$ cat config.mk
export PLATFORM = sky130hd
export DESIGN_NAME = error_monitor
export DESIGN_NICKNAME = d
export VERILOG_FILES = /design/src/rtl/error_monitor_pkg.sv /design/src/rtl/error_monitor_abs_error.sv /design/src/rtl/error_monitor.sv
export SDC_FILE = /design/constraint.sdc
export NUM_CORES = 1
export LEC_CHECK = 0
export CORE_UTILIZATION = 30
export CTS_CLUSTER_DIAMETER = 200
export DETAILED_ROUTE_END_ITERATION = 8
export HOLD_SLACK_MARGIN = 0.03
export MAX_ROUTING_LAYER = met4
export SYNTH_ARGS = -nofsm -noshare
export SYNTH_HDL_FRONTEND = slang
export SYNTH_SLANG_ARGS = --single-unit
$ cat constraint.sdc
create_clock -name clk -period 4.5 [get_ports clk]
set_input_delay 0.9 -clock clk [delete_from_list [all_inputs] [get_ports clk]]
set_output_delay 0.9 -clock clk [all_outputs]
set_load 0.02 [all_outputs]
$ cat src/rtl/error_monitor_pkg.sv
`default_nettype none
// ============================================================================
//  Module      : error_monitor_pkg
//  Description : Shared types and default widths for the error_monitor
//                streaming result checker.
//  Revision    : 1.0 - initial release
// ============================================================================
package error_monitor_pkg;

  // Default widths for the sample datapath and the accumulators
  localparam int DEF_DATA_BITS = 16;
  localparam int DEF_SUM_BITS  = 32;
  localparam int DEF_CNT_BITS  = 16;

  // Default tolerance: abs error strictly above this counts as a fail
  localparam int DEF_TOL       = 2;

  // Run-control states
  typedef enum logic [1:0] {
    ST_IDLE   = 2'd0,
    ST_RUN    = 2'd1,
    ST_DRAIN  = 2'd2,
    ST_REPORT = 2'd3
  } state_t;

endpackage
`default_nettype wire

$ cat src/rtl/error_monitor_abs_error.sv
`default_nettype none
// ============================================================================
//  Module      : abs_error
//  Description : Combinational absolute difference of two two's-complement
//                samples. The difference wraps modulo 2^DATA_BITS; a wrapped
//                difference equal to the most-negative value saturates to the
//                largest positive value so the result MSB is always zero.
//  Revision    : 1.0 - initial release
// ============================================================================
module abs_error
  import error_monitor_pkg::*;
#(
  parameter int DATA_BITS = DEF_DATA_BITS
) (
  input  logic [DATA_BITS-1:0] ref_s,
  input  logic [DATA_BITS-1:0] dut_s,
  output logic [DATA_BITS-1:0] abs_err
);

  localparam logic [DATA_BITS-1:0] MOST_NEG = {1'b1, {(DATA_BITS-1){1'b0}}};
  localparam logic [DATA_BITS-1:0] MAX_POS  = {1'b0, {(DATA_BITS-1){1'b1}}};
  localparam logic [DATA_BITS-1:0] ONE      = {{(DATA_BITS-1){1'b0}}, 1'b1};

  logic [DATA_BITS-1:0] diff;

  // Wrapped difference, then magnitude with most-negative saturation
  always_comb begin
    diff = ref_s - dut_s;
    if (!diff[DATA_BITS-1]) begin
      abs_err = diff;
    end else if (diff == MOST_NEG) begin
      abs_err = MAX_POS;
    end else begin
      abs_err = ~diff + ONE;
    end
  end

endmodule
`default_nettype wire

$ cat src/rtl/error_monitor.sv
`default_nettype none
// ============================================================================
//  Module      : error_monitor
//  Description : Streaming result checker. Accepts (reference, DUT) sample
//                pairs over valid/ready, computes the absolute error of each
//                pair in a two-stage pipeline, accumulates max / saturating
//                sum / count / fail count, and presents one result record on
//                a valid/ready result port at the end of each run.
//                Optional feature macro: ERROR_MONITOR_FIRST_FAIL_EN adds
//                res_first_fail_idx (index of the first out-of-tolerance pair).
//  Revision    : 1.0 - initial release
// ============================================================================
module error_monitor
  import error_monitor_pkg::*;
#(
  parameter int                   DATA_BITS = DEF_DATA_BITS,
  parameter int                   SUM_BITS  = DEF_SUM_BITS,
  parameter int                   CNT_BITS  = DEF_CNT_BITS,
  parameter logic [DATA_BITS-1:0] TOL       = DATA_BITS'(DEF_TOL)
) (
  input  logic                 clk,
  input  logic                 rst,
  input  logic                 start,
  input  logic                 in_valid,
  output logic                 in_ready,
  input  logic [DATA_BITS-1:0] in_ref,
  input  logic [DATA_BITS-1:0] in_dut,
  input  logic                 in_last,
  output logic                 res_valid,
  input  logic                 res_ready,
  output logic [DATA_BITS-1:0] res_max_err,
  output logic [SUM_BITS-1:0]  res_sum_err,
  output logic [CNT_BITS-1:0]  res_count,
  output logic [CNT_BITS-1:0]  res_fail_count,
  output logic                 res_overflow,
  output logic                 busy
`ifdef ERROR_MONITOR_FIRST_FAIL_EN
  ,
  output logic [CNT_BITS-1:0]  res_first_fail_idx
`endif
);

  // Adder width wide enough for either operand plus a carry, so the sum
  // saturation works even when SUM_BITS is narrower than DATA_BITS.
  localparam int AW = ((SUM_BITS > DATA_BITS) ? SUM_BITS : DATA_BITS) + 1;

  localparam logic [SUM_BITS-1:0] SUM_MAX = {SUM_BITS{1'b1}};
  localparam logic [CNT_BITS-1:0] CNT_MAX = {CNT_BITS{1'b1}};
  localparam logic [CNT_BITS-1:0] CNT_ONE = {{(CNT_BITS-1){1'b0}}, 1'b1};

  state_t               state;
  state_t               state_nxt;

  logic                 accept;
  logic                 run_clear;
  logic [DATA_BITS-1:0] abs_w;

  logic                 s1_valid;
  logic [DATA_BITS-1:0] s1_abs;

  logic [AW-1:0]        sum_wide;
  logic                 sum_clamp;
  logic [SUM_BITS-1:0]  sum_next;
  logic                 is_fail;
  logic                 cnt_full;
  logic                 fail_full;

  assign accept    = in_valid & in_ready;
  assign run_clear = (state == ST_IDLE) & start;

  // --------------------------------------------------------------------------
  // Stage 1: absolute error of the incoming pair
  // --------------------------------------------------------------------------
  abs_error #(
    .DATA_BITS (DATA_BITS)
  ) u_abs_error (
    .ref_s   (in_ref),
    .dut_s   (in_dut),
    .abs_err (abs_w)
  );

  // Stage-1 register: captures the abs error of each accepted beat
  always_ff @(posedge clk or posedge rst) begin
    if (rst) begin
      s1_valid <= 1'b0;
      s1_abs   <= '0;
    end else if (run_clear) begin
      s1_valid <= 1'b0;
      s1_abs   <= '0;
    end else begin
      s1_valid <= accept;
      if (accept) begin
        s1_abs <= abs_w;
      end
    end
  end

  // --------------------------------------------------------------------------
  // Stage 2: fold the stage-1 result into the run statistics
  // --------------------------------------------------------------------------

  // Saturating sum and counter-full detection for the fold
  always_comb begin
    sum_wide  = AW'(res_sum_err) + AW'(s1_abs);
    sum_clamp = (sum_wide > AW'(SUM_MAX));
    sum_next  = sum_clamp ? SUM_MAX : sum_wide[SUM_BITS-1:0];
    is_fail   = (s1_abs > TOL);
    cnt_full  = (res_count == CNT_MAX);
    fail_full = (res_fail_count == CNT_MAX);
  end

  // Statistics registers; they double as the held result record
  always_ff @(posedge clk or posedge rst) begin
    if (rst) begin
      res_max_err    <= '0;
      res_sum_err    <= '0;
      res_count      <= '0;
      res_fail_count <= '0;
      res_overflow   <= 1'b0;
    end else if (run_clear) begin
      res_max_err    <= '0;
      res_sum_err    <= '0;
      res_count      <= '0;
      res_fail_count <= '0;
      res_overflow   <= 1'b0;
    end else if (s1_valid) begin
      // Ties keep the old maximum (strict unsigned compare)
      if (s1_abs > res_max_err) begin
        res_max_err <= s1_abs;
      end
      res_sum_err <= sum_next;
      if (!cnt_full) begin
        res_count <= res_count + CNT_ONE;
      end
      if (is_fail && !fail_full) begin
        res_fail_count <= res_fail_count + CNT_ONE;
      end
      // Sticky: set whenever a true value no longer fits its register
      if (sum_clamp || cnt_full || (is_fail && fail_full)) begin
        res_overflow <= 1'b1;
      end
    end
  end

`ifdef ERROR_MONITOR_FIRST_FAIL_EN
  logic first_found;

  // Record the pre-increment count of the first failing pair as its index
  always_ff @(posedge clk or posedge rst) begin
    if (rst) begin
      res_first_fail_idx <= CNT_MAX;
      first_found        <= 1'b0;
    end else if (run_clear) begin
      res_first_fail_idx <= CNT_MAX;
      first_found        <= 1'b0;
    end else if (s1_valid && is_fail && !first_found) begin
      res_first_fail_idx <= res_count;
      first_found        <= 1'b1;
    end
  end
`endif

  // --------------------------------------------------------------------------
  // Run-control FSM
  // --------------------------------------------------------------------------

  // State register
  always_ff @(posedge clk or posedge rst) begin
    if (rst) begin
      state <= ST_IDLE;
    end else begin
      state <= state_nxt;
    end
  end

  // Next-state and handshake outputs; DRAIN lasts one cycle so the final
  // stage-1 result is folded before the record is presented.
  always_comb begin
    state_nxt = state;
    in_ready  = 1'b0;
    res_valid = 1'b0;
    busy      = 1'b1;
    case (state)
      ST_IDLE: begin
        busy = 1'b0;
        if (start) begin
          state_nxt = ST_RUN;
        end
      end
      ST_RUN: begin
        in_ready = 1'b1;
        if (in_valid && in_last) begin
          state_nxt = ST_DRAIN;
        end
      end
      ST_DRAIN: begin
        state_nxt = ST_REPORT;
      end
      ST_REPORT: begin
        res_valid = 1'b1;
        if (res_ready) begin
          state_nxt = ST_IDLE;
        end
      end
      default: begin
        state_nxt = ST_IDLE;
      end
    endcase
  end

endmodule
`default_nettype wire

==> flow_summary.toml, run 1 <==
[min_path]
whs_path_depth = 2
worstHoldStart = "res_overflow"
min_to = "res_overflow"
hp-class = "reg2reg"

[placed_design]
dpl.hpwl_mm = 13.43
gp_congestion = 0.8474
dp_slack_ps = 333.4
place_area_um2 = 8433
place_inst = 1169
portBuffers = 121

[drt]
final_antenna_net_count = 0
initialDrtViolationCount = 349
routed-via-count = 5995
routedWlPerCell_um = 14.75
drcViolationCount = 0
wirelength_mm = 17.48
first_pass_iters = 4
via_per_inst = 5.059

[power]
pwr-share-clk_pct = 19.6
power_density_nw_per_um2 = 475.9
p_total_mw = 4.162
combPwrFrac_pct = 48.9
seqPwrFrac_pct = 31.5
power.internal_mw = 2.417
power_switching_mw = 1.745
ir_drop_mv = 0.2076
netSwitchingFraction_pct = 41.93
leakagePower_nw = 3.826

[layout]
area_growth_syn_to_layout_pct = 26.47
finish.cell_count_without_fillers = 1185
final_common_cell = "clkdlybuf4s50_1"
fin_util_pct = 38.63
drive_above_1_share_pct = 5.222
final_cell_mix = "clkdlybuf4s50_1 (121), dfrtp_1 (100), nand2_1 (68), inv_1 (57)"
n_antenna_cell = 0
finish.instance_area_um2 = 8746
fill_cells = 2290
nets = 990

[yosys]
seq_area_frac_synth_pct = 36.19
synth_nets = 880
ys_async_sr_fraction_pct = 100.0
synth.distinct_cells = 70
ys_seq_elements = 100
synth.top_cell.area_share_pct = 36.19
synth_area_um2 = 6915
synth_warnings = 0
synth_largest_area_cell = "dfrtp_1"
synth_enable_flop_cells = 0
syn_inst = 785
avgSynthCellArea_um2 = 8.809
yosys-top-cells-area = "dfrtp_1 (36%), ha_1 (10%), xor2_1 (4.2%)"
synthFlopType = "dfrtp_1"

[floorplan]
die_w_um = 153.8
num_rows = 55
fp.dieArea_um2 = 23660
ios = 122
coreArea_um2 = 22640
die_h_um = 153.8
start_util_pct = 30.54

[setup_path]
end_kind = "flip-flop"
critical_path_class = "in2reg"
r2r_cells = 12
worstPathMaxFanout = 13
critPathLaunchType = "input pin"
rr_startpoint = "s1_abs[0]"
cp.required_ps = 4780
worstPathArrival_ps = 4130
reg2reg_to = "res_sum_err[26]"
r2r_setup_slack_ps = 1030

[clock_tree]
path_clk_slew_ps = 70
cts.repair.resized = 0
cts-root-buf = "clkbuf_16"
clockBufferDepth = 2
holdBufCountCts = 0
numClockSinks = 100
clkLatencyLatePin_ps = 350
cts_tree = "built"
post-cts-setup-buffers = 0
h-tree-depth = 3
cts_made_buffers = 9

[timing]
worst_slew_pin_slew_ps = 870.3
worst_slack_ps = 659.4
setup_violations = 0
whs_ps = 545.5
fin_skew_ps = 9.813
hold_violations = 0
slew_headroom_pct = 41.44
period_minus_slack_ps = 3841
max_freq_mhz = 260.4
rsz0062_at_grt = "no"
finalMaxSlewViolations = 0
period_share_pct = 85.35
setup_tns_ps = 0

[status]
status = "complete, no violations"

[global_route]
grt_overflow_total = 0
grt_pass1_vias = 5960
grt_antenna_before_repair = 0
grtUsageTotal_pct = 16.03
grt_pass1_wl_mm = 29.93
grt_max_degree = 62

[flow_run]
maxCapViolations = 0
-- worst max-delay path: stages --
cell and delay (ps):
clkdlybuf4s50_1 450, inv_1 40, ha_1 200, inv_1 70
fa_1 190, a21o_1 190, nand3_1 130, a311oi_1 450
o32a_1 290, mux2_2 380, nor3_2 230, and3b_1 190
buf_4 170, nand2b_1 120, a22o_1 120
-- per-layer routing --
| layer | track usage [%] | up-vias | part of all wire [%] |
|---|---|---|---|
| met5 | - | - | 0 |
| met4 | 5.143 | 0 | 1.6 |
| met3 | 1.973 | 17 | 3.6 |
| met2 | 25.39 | 129 | 45 |
| met1 | 21.25 | 2808 | 49 |
| li1 | - | 3041 | - |
-- worst max-delay path by stage --
stage / from / to / cells past startpoint
2_1_floorplan: rst / res_count[0] / 1
3_3_place_gp: in_ref[0] / s1_abs[0] / 15
3_5_place_dp: in_ref[0] / s1_abs[0] / 15
4_1_cts: in_ref[0] / s1_abs[0] / 15
5_1_grt: in_ref[0] / s1_abs[0] / 15
6_report: in_ref[0] / s1_abs[0] / 15
-- flip-flops by register name (all words and copies together) (netlist names) --
| name | cells |
|---|---|
| res_overflow | 1 |
| res_max_err | 16 |
| res_fail_count | 16 |
| s1_abs | 16 |
| res_sum_err | 32 |
| state | 2 |
| res_count | 16 |
| s1_valid | 1 |
-- kinds of logic (layout without fill, tap and decap cells) --
family	Yosys count	after routing	share of synthesized area [%]
simple gates	253	253	18.78
compound gates	216	216	20.43
flops	100	100	36.19
buf+inv	89	204	4.994
xor+xnor	66	66	8.468
fa+ha+maj	57	57	10.53
mux	4	4	0.6152
-- power by group through the flow --
stage,clock network [mW],logic (mW),registers [mW]
2_1_floorplan,0,1.32,1.37
3_3_place_gp,0,2.03,1.33
3_5_place_dp,0,2.05,1.33
4_1_cts,0.837,2.06,1.31
5_1_grt,0.864,2.29,1.35
6_report,0.817,2.03,1.31
-- synth_stat cells, types with 8 or more instances --
| cell | instances |
|---|---|
| inv_1 | 58 |
| a21oi_1 | 42 |
| nand2_1 | 68 |
| ha_1 | 55 |
| dfrtp_1 | 100 |
| xor2_1 | 33 |
| nand4_1 | 16 |
| and4_1 | 8 |
| a31oi_1 | 21 |
| nor3_1 | 11 |
| nand3_1 | 39 |
| o31ai_1 | 17 |
| o21ai_1 | 16 |
| xnor2_1 | 32 |
| nor4_1 | 8 |
| o21a_1 | 16 |
| clkbuf_1 | 25 |
| nor2_1 | 55 |
| a21o_1 | 13 |
| o21ai_0 | 43 |
| a211oi_1 | 11 |
-- cell type report --
cell class	instances	area (um2)	share of cell area [%]
repair buffers	130	1279	14.62
flip-flops and latches	100	2502	28.61
inverters	58	220.2	2.518
well taps	285	356.6	4.077
clock buffers	11	252.7	2.890
multi-input cells	596	4075	46.60
clock inverters	5	60.06	0.6867
Note: power is estimated with default switching activity, not from simulation.
==> run 2: changes to the inputs <==
--- a/config.mk
+++ b/config.mk
@@ -8,6 +8,7 @@
 export CORE_UTILIZATION = 30
 export CTS_CLUSTER_DIAMETER = 200
 export DETAILED_ROUTE_END_ITERATION = 8
+export GPL_TIMING_DRIVEN = 0
 export HOLD_SLACK_MARGIN = 0.03
 export MAX_ROUTING_LAYER = met4
 export SYNTH_ARGS = -nofsm -noshare
==> constraint.sdc (replaced) <==
create_clock -name clk -period 4.5 [get_ports clk]
set_input_delay 0.9 -clock clk [delete_from_list [all_inputs] [get_ports clk]]
set_output_delay 0.9 -clock clk [all_outputs]
set_load 0.005 [all_outputs]
==> run 2 against run 1 <==
  * Global-route usage up 0.63 points
  * First-iteration DRC count down 23%
  * Die area is the same
  * Sequential share of layout area is 0.30 points lower
  * Final cell count rose by 1.9%
  * Worst setup slack better by 25 ps
  * Clock power grew 6.0%
==> flow_summary.toml, run 2 (synthesis results as in run 1) <==
[layout]
largest_register = "res_sum_err"
finish.cell_count_without_fillers = 1208
nets = 1013
n_antenna_cell = 0
final_common_cell = "clkdlybuf4s50_1"
final_cell_mix = "clkdlybuf4s50_1 (121), dfrtp_1 (100), nand2_1 (68), inv_1 (57)"
largest_reg_flops = 32
drive_above_1_share_pct = 4.442
finish.instance_area_um2 = 8840
area_growth_syn_to_layout_pct = 27.83

[timing]
setup_violations = 0
worst_slew_pin_slew_ps = 912.0
max_freq_mhz = 262.1
fin_skew_ps = 8.769
period_share_pct = 84.79
slew_headroom_pct = 38.64
rsz0062_at_grt = "no"
period_minus_slack_ps = 3816
worst_slack_ps = 684.4
finalMaxSlewViolations = 0
hold_violations = 0

[power]
p_total_mw = 4.095
ir_drop_mv = 0.2502
leakagePower_nw = 3.847
power_density_nw_per_um2 = 463.2

[setup_path]
critical_path_class = "in2reg"
critPathTopFamily = "compound AO/OA/AOI/OAI gates"
r2r_setup_slack_ps = 1130
reg2reg_to = "res_sum_err[30]"
cp_common_cell = "inv_1"
rr_startpoint = "s1_abs[0]"
crit_slowest_cell = "clkdlybuf4s50_1"
crit_chain = "clkdlybuf4s50_1 -> inv_1 -> ha_1 -> inv_1 -> fa_1 -> a21o_1 -> nand3_1 -> a311oi_1 -> o32a_1 -> mux2_2 -> nor3_2 -> and3b_1 -> buf_4 -> o21ai_1 -> nand2_1"
startpoint = "in_ref[0]"
worstPathArrival_ps = 4110
cp.required_ps = 4790
end_kind = "flip-flop"
worstPathMaxFanout = 10
crit_path_max_incr_delay_ps = 450
r2r_cells = 13
crit_path_end = "s1_abs[11]"
worst-path-buf-inv = 4
crit_cells = 15
critPathLaunchType = "input pin"

[floorplan]
die_w_um = 153.8
ios = 122
num_rows = 55
coreArea_um2 = 22640
die_h_um = 153.8
start_util_pct = 30.54
fp.dieArea_um2 = 23660

[drt]
routed-via-count = 6090
via_per_inst = 5.041
drcViolationCount = 0
final_antenna_net_count = 0
routedWlPerCell_um = 15.05
wirelength_mm = 18.18
first_pass_iters = 4
initialDrtViolationCount = 268

[placed_design]
dpl.hpwl_mm = 14.06
gp_congestion = 0.8927
place_inst = 1192
portBuffers = 121
dp_slack_ps = 290.3
place_area_um2 = 8513

[clock_tree]
cts-root-buf = "clkbuf_16"
cts_tree = "built"
clockBufferDepth = 2
clkLatencyLatePin_ps = 360
holdBufCountCts = 0
numClockSinks = 100
path_clk_slew_ps = 70
cts_made_buffers = 9
post-cts-setup-buffers = 0
h-tree-depth = 3
cts.repair.resized = 0

[global_route]
grt_pass1_vias = 5964
busiest_layer = "met2"
grtUsageTotal_pct = 16.66
grt_max_degree = 67
met3_usage_pct = 2.170
grtUsageMet2_pct = 26.69
met1_usage_pct = 21.92
grt_pass1_wl_mm = 30.47
grt_overflow_total = 0
grt_antenna_before_repair = 0

[status]
status = "complete, no violations"

[min_path]
hp-class = "reg2reg"

[flow_run]
maxCapViolations = 0
==> run 2: cell types whose count changed in the layout (fill, tap and decap cells not counted), moves of 2 or more <==
cell,delta
buf_4,-7
clkinv_4,-2
buf_2,+3
clkbuf_1,+26
==> run 2: worst min-delay path, cell delays in order, from the launching register on <==
cell and delay (ps):
dfrtp_1 390, inv_1 50, a21oi_1 50
==> run 2: final cells by class <==
type | instances | area, um2
clock inverters | 5 | 83.83
well taps | 285 | 356.6
clock buffers | 11 | 242.7
inverters | 58 | 220.2
fillers | 2334 | 13800
plain buffers | 31 | 127.6
flip-flops and latches | 100 | 2502
repair buffers | 122 | 1239
multi-input cells | 596 | 4068
==> run 2: where the power goes <==
| group | switching, mW | leakage [nW] | internal [mW] | total, mW |
|---|---|---|---|---|
| combinational | 1.05 | 2.34 | 0.877 | 1.93 |
| sequential | 0.222 | 1.36 | 1.08 | 1.30 |
| clock | 0.361 | 0.152 | 0.505 | 0.866 |
| total | 1.63 | 3.85 | 2.46 | 4.09 |
==> run 2: metrics by stage <==
stage | setup TNS, ps | hold WS [ps] | utilization, %
6_report | 0 | 531.6 | 39.04
5_1_grt | 0 | 577.5 | 39.04
4_1_cts | 0 | 536.1 | 39.04
3_5_place_dp | 0 | 525.4 | 37.60
3_3_place_gp | -73070 | 505.3 | 37.47
2_1_floorplan | 0 | 510.4 | -
==> run 2: worst min-delay path by stage <==
stage / to / cells past startpoint / slack [ps] / start
floorplan: s1_abs[11] / 2 / 510 / s1_abs[11]
global placement: res_overflow / 2 / 510 / res_overflow
detailed placement: res_overflow / 2 / 530 / res_overflow
CTS: res_overflow / 2 / 540 / res_overflow
global route: res_overflow / 2 / 580 / res_overflow
finish: res_overflow / 2 / 530 / res_overflow
==> run 2: layer usage <==
| metal | share of wire, % | up-vias |
|---|---|---|
| met4 | 1.2 | 0 |
| li1 | - | 3089 |
| met2 | 46 | 127 |
| met3 | 4.2 | 12 |
| met5 | 0 | - |
| met1 | 48 | 2862 |
